`src/rtl/cdb_wb_arbiter_pkg.sv`:
```
// Shared types for the writeback path between the functional units and the ROB.
//   fu_wb_t    : one functional-unit writeback packet
//   WB_NUM_REQ : number of writeback requesters in the default core config
//   FU_*       : requester index of each functional unit on the arbiter
package cdb_wb_arbiter_pkg;

    typedef struct packed {
        logic        exc;       // result raised an exception
        logic [5:0]  rob_idx;   // ROB entry being completed
        logic [31:0] data;      // result value
    } fu_wb_t;

    localparam int WB_NUM_REQ = 4;

    localparam int FU_ALU = 0;
    localparam int FU_MUL = 1;
    localparam int FU_LSU = 2;
    localparam int FU_BRU = 3;

endpackage

```
`src/rtl/cdb_wb_arbiter_rr_pick.sv`:
```
// Combinational round-robin first-one finder.
//   req   : request vector
//   ptr   : index the scan starts from (wraps modulo N_REQ)
//   idx   : first set request at or after ptr
//   found : any request set
module cdb_wb_arbiter_rr_pick #(
    parameter int N_REQ = 4,
    parameter int IDX_W = (N_REQ > 1) ? $clog2(N_REQ) : 1
) (
    input  logic [N_REQ-1:0] req,
    input  logic [IDX_W-1:0] ptr,
    output logic [IDX_W-1:0] idx,
    output logic             found
);

    always_comb begin
        idx   = '0;
        found = 1'b0;
        for (int k = 0; k < N_REQ; k++) begin
            // Wrap by subtraction so non-power-of-two N_REQ scans correctly.
            int j;
            j = int'(ptr) + k;
            if (j >= N_REQ) j = j - N_REQ;
            if (!found && req[j]) begin
                found = 1'b1;
                idx   = IDX_W'(j);
            end
        end
    end

endmodule

```
`src/rtl/cdb_wb_arbiter.sv`:
```
// Writeback arbiter: N_REQ functional units share the single ROB writeback port.
// Each unit owns a one-entry holding buffer; full buffers are granted
// round-robin, and the grant is locked while the ROB back-pressures.
//   clk, rst_n            : clock, synchronous active-low reset
//   req_valid/ready/pkt   : per-FU writeback request (one-entry buffer each)
//   wb_valid/ready/pkt    : granted packet towards the ROB
//   flush_valid           : drops every buffered writeback
//   grant_idx             : requester driving wb_pkt (0 when idle)
//   stall_cnt             : saturating count of back-pressured cycles
module cdb_wb_arbiter import cdb_wb_arbiter_pkg::*; #(
    parameter int N_REQ = 4,
    parameter int IDX_W = (N_REQ > 1) ? $clog2(N_REQ) : 1,
    parameter int CNT_W = 16
) (
    input  logic                   clk,
    input  logic                   rst_n,
    input  logic [N_REQ-1:0]       req_valid,
    output logic [N_REQ-1:0]       req_ready,
    input  fu_wb_t [N_REQ-1:0]     req_pkt,
    output logic                   wb_valid,
    input  logic                   wb_ready,
    output fu_wb_t                 wb_pkt,
    input  logic                   flush_valid,
    output logic [IDX_W-1:0]       grant_idx,
    output logic [CNT_W-1:0]       stall_cnt
);

    logic [N_REQ-1:0]   buf_v;
    fu_wb_t [N_REQ-1:0] buf_pkt;
    logic [IDX_W-1:0]   rr_ptr;
    logic               lock_v;
    logic [IDX_W-1:0]   lock_idx;

    logic [IDX_W-1:0]   pick_idx;
    logic               pick_found;
    logic [IDX_W-1:0]   grant;
    logic               hs;
    logic [N_REQ-1:0]   hs_clr;
    logic [N_REQ-1:0]   accept;

    cdb_wb_arbiter_rr_pick #(.N_REQ(N_REQ), .IDX_W(IDX_W)) u_rr_pick (
        .req   (buf_v),
        .ptr   (rr_ptr),
        .idx   (pick_idx),
        .found (pick_found)
    );

    // A stalled grant stays put so wb_pkt cannot change under back-pressure.
    assign grant     = lock_v ? lock_idx : pick_idx;
    assign wb_valid  = rst_n && pick_found && !flush_valid;
    assign hs        = wb_valid && wb_ready;
    assign grant_idx = wb_valid ? grant : '0;
    assign wb_pkt    = wb_valid ? buf_pkt[grant] : '0;
    assign hs_clr    = hs ? ({{(N_REQ-1){1'b0}}, 1'b1} << grant) : '0;

    // Draining buffer may refill in the same cycle: wb_ready feeds req_ready.
    always_comb begin
        req_ready = '0;
        for (int i = 0; i < N_REQ; i++)
            req_ready[i] = rst_n && !flush_valid && (!buf_v[i] || hs_clr[i]);
    end
    assign accept = req_valid & req_ready;

    always_ff @(posedge clk) begin
        if (!rst_n) begin
            buf_v     <= '0;
            buf_pkt   <= '0;
            rr_ptr    <= '0;
            lock_v    <= 1'b0;
            lock_idx  <= '0;
            stall_cnt <= '0;
        end else begin
            if (flush_valid) begin
                buf_v  <= '0;
                lock_v <= 1'b0;
            end else begin
                for (int i = 0; i < N_REQ; i++) begin
                    if (accept[i]) begin
                        buf_v[i]   <= 1'b1;
                        buf_pkt[i] <= req_pkt[i];
                    end else if (hs_clr[i]) begin
                        buf_v[i] <= 1'b0;
                    end
                end
                if (hs) begin
                    lock_v <= 1'b0;
                    rr_ptr <= (grant == IDX_W'(N_REQ - 1)) ? '0 : grant + 1'b1;
                end else if (wb_valid) begin
                    lock_v   <= 1'b1;
                    lock_idx <= grant;
                end
            end
            if (wb_valid && !wb_ready && stall_cnt != '1)
                stall_cnt <= stall_cnt + 1'b1;
        end
    end

    a_pkt_stable: assert property (@(posedge clk) disable iff (!rst_n)
        (wb_valid && !wb_ready) |=> (!rst_n || flush_valid || $stable(wb_pkt)));
    a_grant_range: assert property (@(posedge clk) disable iff (!rst_n)
        int'(grant_idx) < N_REQ);
    a_clr_onehot: assert property (@(posedge clk) disable iff (!rst_n)
        $onehot0(hs_clr));

endmodule

```
`config.mk`:
```
export PLATFORM = sky130hd
export DESIGN_NAME = cdb_wb_arbiter
export DESIGN_NICKNAME = d
export VERILOG_FILES = /design/src/rtl/cdb_wb_arbiter_pkg.sv /design/src/rtl/cdb_wb_arbiter_rr_pick.sv /design/src/rtl/cdb_wb_arbiter.sv
export SDC_FILE = /design/constraint.sdc
export NUM_CORES = 1
export LEC_CHECK = 0
export ABC_AREA = 1
export CAP_MARGIN = 20
export CORE_ASPECT_RATIO = 1.4
export CORE_MARGIN = 5
export CORE_UTILIZATION = 46
export DETAILED_ROUTE_END_ITERATION = 8
export GPL_ROUTABILITY_DRIVEN = 1
export PLACE_DENSITY = 0.77
export SLEW_MARGIN = 15
export SYNTH_ARGS = -nofsm -noshare
export SYNTH_HDL_FRONTEND = slang
export SYNTH_SLANG_ARGS = --single-unit
```
`constraint.sdc`:
```
create_clock -name clk -period 2.67 [get_ports clk]
set_clock_uncertainty 0.1 [all_clocks]
set_input_delay 0.534 -clock clk [delete_from_list [all_inputs] [get_ports clk]]
set_output_delay 0.534 -clock clk [all_outputs]
set_load 0.03 [all_outputs]
```
==> results by group <==
Floorplanning
  – Core box area: 21300 µm²
  – Cell Rows: 63
  – Number of top-level pins: 226
  – Total Die Area: 24700 µm²
  – Starting density of the core: 46.8%
  – Height of the die: 184 µm
  – Die Span X: 134 µm

Synth
  – Cell type contributing the most total cell area after synthesis: sky130_fd_sc_hd__dfxtp_1
  – Post-Syn Area: 9960 µm²
  – Share of synthesized area occupied by flip-flops and latches: 36.4%
  – Cell count after synthesis: 1632
  – Synth cell types: 32
  – Total of warnings raised by yosys: 0
  – Post-synth EDFFs: 0
  – Average cell area after synthesis: 6.10 µm²
  – Top_reg_cell synth: sky130_fd_sc_hd__dfxtp_1
  – Seq cells post-synth: 181
  – Post-synth top area share: 36.4%
  – Cell with the most instances after synthesis: sky130_fd_sc_hd__nand2_1
  – Mapped Nets: 1798
  – Commonest cells in the netlist: sky130_fd_sc_hd__nand2_1 (417), sky130_fd_sc_hd__inv_1 (341), sky130_fd_sc_hd__dfxtp_1 (181)
  – Largest cells by area after synthesis: sky130_fd_sc_hd__dfxtp_1 (36%), sky130_fd_sc_hd__nand2_1 (16%), sky130_fd_sc_hd__inv_1 (13%), sky130_fd_sc_hd__nand4_1 (7.7%), sky130_fd_sc_hd__a21oi_1 (5.1%)
  – Async set-reset flop share out of synthesis: 0%

Routing
  – Detail-routed net length per standard cell: 22.5 µm
  – Post-route DRC: 0
  – Router iterations before antenna repair: 6
  – Initial detailed-routing violation count: 1441
  – Per-cell via count in the routed design: 5.85
  – Final ANT Viol Nets: 0
  – Detailed-route wire length: 49400 µm
  – Met1 layer wirelength in the final routing: 16000 µm
  – Total met2 wirelength after detailed routing: 22600 µm
  – Met3 Routed Length: 5330 µm
  – Uppermost layer routed: met5
  – Routed via count: 12.8k

Critical path
  – Dominant delay contributor by cell family on the critical path: simple AND/OR/NAND/NOR gates
  – Timing startpoint of the critical path: rr_ptr[0]
  – Sort of element at the end of the critical path: primary output
  – Worst-case reg-to-reg path depth: 21
  – Crit path cell chain: buf_8 -> nand2_4 -> nand2_4 -> nand2_2 -> nand2_2 -> nor2_4 -> nand3_2 -> nand2_4 -> buf_6 -> nor2_4 -> nor2_4 -> ha_2 -> inv_2 -> o21ai_4 -> inv_2 -> nor2_4 -> buf_6
  – Critical path class: flip-flop to primary output
  – End of the worst register-to-register path: buf_pkt[88]
  – FF-to-FF setup slack: -0.44 ns
  – Maximum single-stage delay on the critical path: 0.37 ns
  – R2R Path Start: rr_ptr[0]
  – CP dominant cell by count: sky130_fd_sc_hd__nor2_4
  – Slowest library cell on the worst path: sky130_fd_sc_hd__dfxtp_4
  – Startpoint type of the worst setup path: flip-flop
  – Data required time at the worst endpoint: 2.04 ns
  – Number of buffer and inverter stages on the critical path: 5
  – Worst endpoint data arrival time: 2.78 ns
  – Maximum fanout along the worst path: 5

Clock tree
  – Clock-pin slew on the worst setup and hold paths: 0.07 ns
  – Clk_lat worst skew: 0.44 ns
  – Number of clock sinks: 181
  – Number of clock buffers inserted by TritonCTS: 17
  – Maximum clock insertion buffer count: 2
  – CTS tree: built
  – Total number of H-tree levels: 4
  – CTS Hold Buffers Added: 0
  – Buffer cell driving the clock tree root: sky130_fd_sc_hd__clkbuf_16

Placed design
  – Detailed placer's ending HPWL: 24700 µm
  – Worst-case setup slack after placement: -0.295 ns
  – Cell count after placement: 2100
  – Gpl congestion: 0.923
  – Placed Area: 13300 µm²
  – Number of buffer cells added on primary ports: 225

Global route
  – Maximum number of pins on one net before global-route repair: 78
  – Total GRT Usage: 29.8%
  – Antenna violations before repair: 8
  – Vias in the first global route: 11.3k
  – Global route overflow: 0
  – Wire length of the first global-routing pass: 58500 µm

STA
  – Post-route worst setup slack: -0.743 ns
  – Worst max-slew margin expressed relative to the limit: 23.4%
  – Peak clock frequency supported by timing: 293 MHz
  – Final critical-path required period: 3.41 ns
  – Slew at the pin with the worst max-slew slack: 1.15 ns
  – Final number of setup-violating endpoints: 172
  – Number of pins exceeding their max-slew limit in the final report: 0
  – Period utilization: 128%
  – Setup repair after global routing missed its margin: true
  – Number of failing hold endpoints at the final stage: 0
  – Total negative slack: -50.49 ns

Worst hold path
  – Hold Path Origin: buf_pkt[108]
  – Sink of the worst hold path: buf_pkt[108]
  – Hold depth: 2
  – Hold WC Path Type: flip-flop to flip-flop

Pwr
  – Power Total: 8790 µW
  – Ratio of total power to cell area: 523 nW/µm²
  – Total leakage power: 0.00731 µW
  – Maximum vdd ir drop: 558 µV

Run status
  – Outcome: finished with violations
  – Violations in the final reports: negative setup slack

Finish
  – Proportion of layout cells with a drive suffix above 1: 31.9%
  – Final instance count without filler cells: 2196
  – Final instance area: 16800 µm²
  – Post-layout nets: 2082
  – Number of fill cells in the layout: 1279
  – Synthesis-to-finish area growth: 68.9%

Run
  – Max capacitance violation total: 0
[report_power, final]
part / internal (µW) / switching (µW)
Clock: 1330 / 1160
Combinational: 1510 / 1880
Sequential: 2820 / 84.0
Total: 5660 / 3130
[worst min-delay path, cell delays in order, from the launching register on]
cell and delay [ns]:
sky130_fd_sc_hd__dfxtp_1 0.31, sky130_fd_sc_hd__nand2_1 0.07, sky130_fd_sc_hd__a21oi_2 0.04
[layout by cell type, fill, tap and decap left out, types with 19 or more instances in the layout]
cell | synthesis | routed
sky130_fd_sc_hd__nand2_4 | 0 | 31
sky130_fd_sc_hd__buf_4 | 8 | 61
sky130_fd_sc_hd__nand3_4 | 1 | 35
sky130_fd_sc_hd__nand2_2 | 3 | 106
sky130_fd_sc_hd__clkbuf_16 | 0 | 34
sky130_fd_sc_hd__dfxtp_1 | 181 | 175
sky130_fd_sc_hd__a31oi_4 | 0 | 36
sky130_fd_sc_hd__o21ai_1 | 3 | 23
sky130_fd_sc_hd__inv_2 | 45 | 59
sky130_fd_sc_hd__a21oi_2 | 0 | 54
sky130_fd_sc_hd__nand4_1 | 123 | 123
sky130_fd_sc_hd__buf_12 | 0 | 31
sky130_fd_sc_hd__inv_1 | 341 | 327
sky130_fd_sc_hd__a21oi_1 | 101 | 43
sky130_fd_sc_hd__nand2_1 | 417 | 279
sky130_fd_sc_hd__clkdlybuf4s50_1 | 0 | 174
sky130_fd_sc_hd__nor2_1 | 133 | 119
sky130_fd_sc_hd__buf_6 | 4 | 63
sky130_fd_sc_hd__nand3_2 | 1 | 19
[metal layers]
layer,GRT usage (%),vias up
li1,-,5616
met4,20.4,2
met5,0,-
met3,5.30,377
met2,51.1,968
met1,33.4,5878
[metrics by stage]
stage / hold slack [ns] / utilization [%]
after CTS: 0.363 / 70.9
final: 0.371 / 79.0
after detailed placement: 0.352 / 62.6
after floorplan: 0.341 / -
after global routing: 0.394 / 79.0
after global placement: 0.348 / 62.6
[registers in the layout (all words and copies together) (netlist names)]
signal	count
buf_pkt	156
stall_cnt	16
buf_v	4
lock_idx	2
rr_ptr	2
lock_v	1
[cell families after synthesis]
| group | count (synthesis) | share of synthesized area, % |
|---|---|---|
| AOI/OAI and AO/OA | 194 | 10.4 |
| xor gates and xnor gates | 2 | 0.176 |
| adders and majority gates | 2 | 0.251 |
| buffers and inverters | 495 | 19.6 |
| and+or+nand+nor | 758 | 33.1 |
| DFF | 181 | 36.4 |
[cell type report]
cell class | count | area (µm²) | area share [%]
inverters | 389 | 1470 | 8.71
clock buffers | 20 | 457 | 2.71
well taps | 260 | 325 | 1.93
diodes | 9 | 22.5 | 0.134
flip-flops and latches | 181 | 3640 | 21.6
repair buffers | 371 | 4430 | 26.4
clock inverters | 10 | 100 | 0.595
multi-input cells | 956 | 6380 | 37.9
[what timing repair did]
item                                   in CTS  in global routing
pin swaps                                  35                 96
cloned                                     14                 22
gates resized for setup                   220                316
setup endpoints to repair                  85                221
endpoints found under the hold margin       0                  0
buffers inserted                           21                 20
[how the worst max path moves through the flow]
stage          slack, ns  depth (start not counted)           end
5_1_grt            -0.81                         15     wb_pkt[9]
4_1_cts            -0.61                         18    wb_pkt[15]
3_5_place_dp       -0.30                         14     wb_pkt[6]
3_3_place_gp       -0.22                         14     wb_pkt[3]
6_report           -0.74                         17  req_ready[2]
2_1_floorplan      -0.12                         10  grant_idx[1]
(Power assumes the default switching activity.)
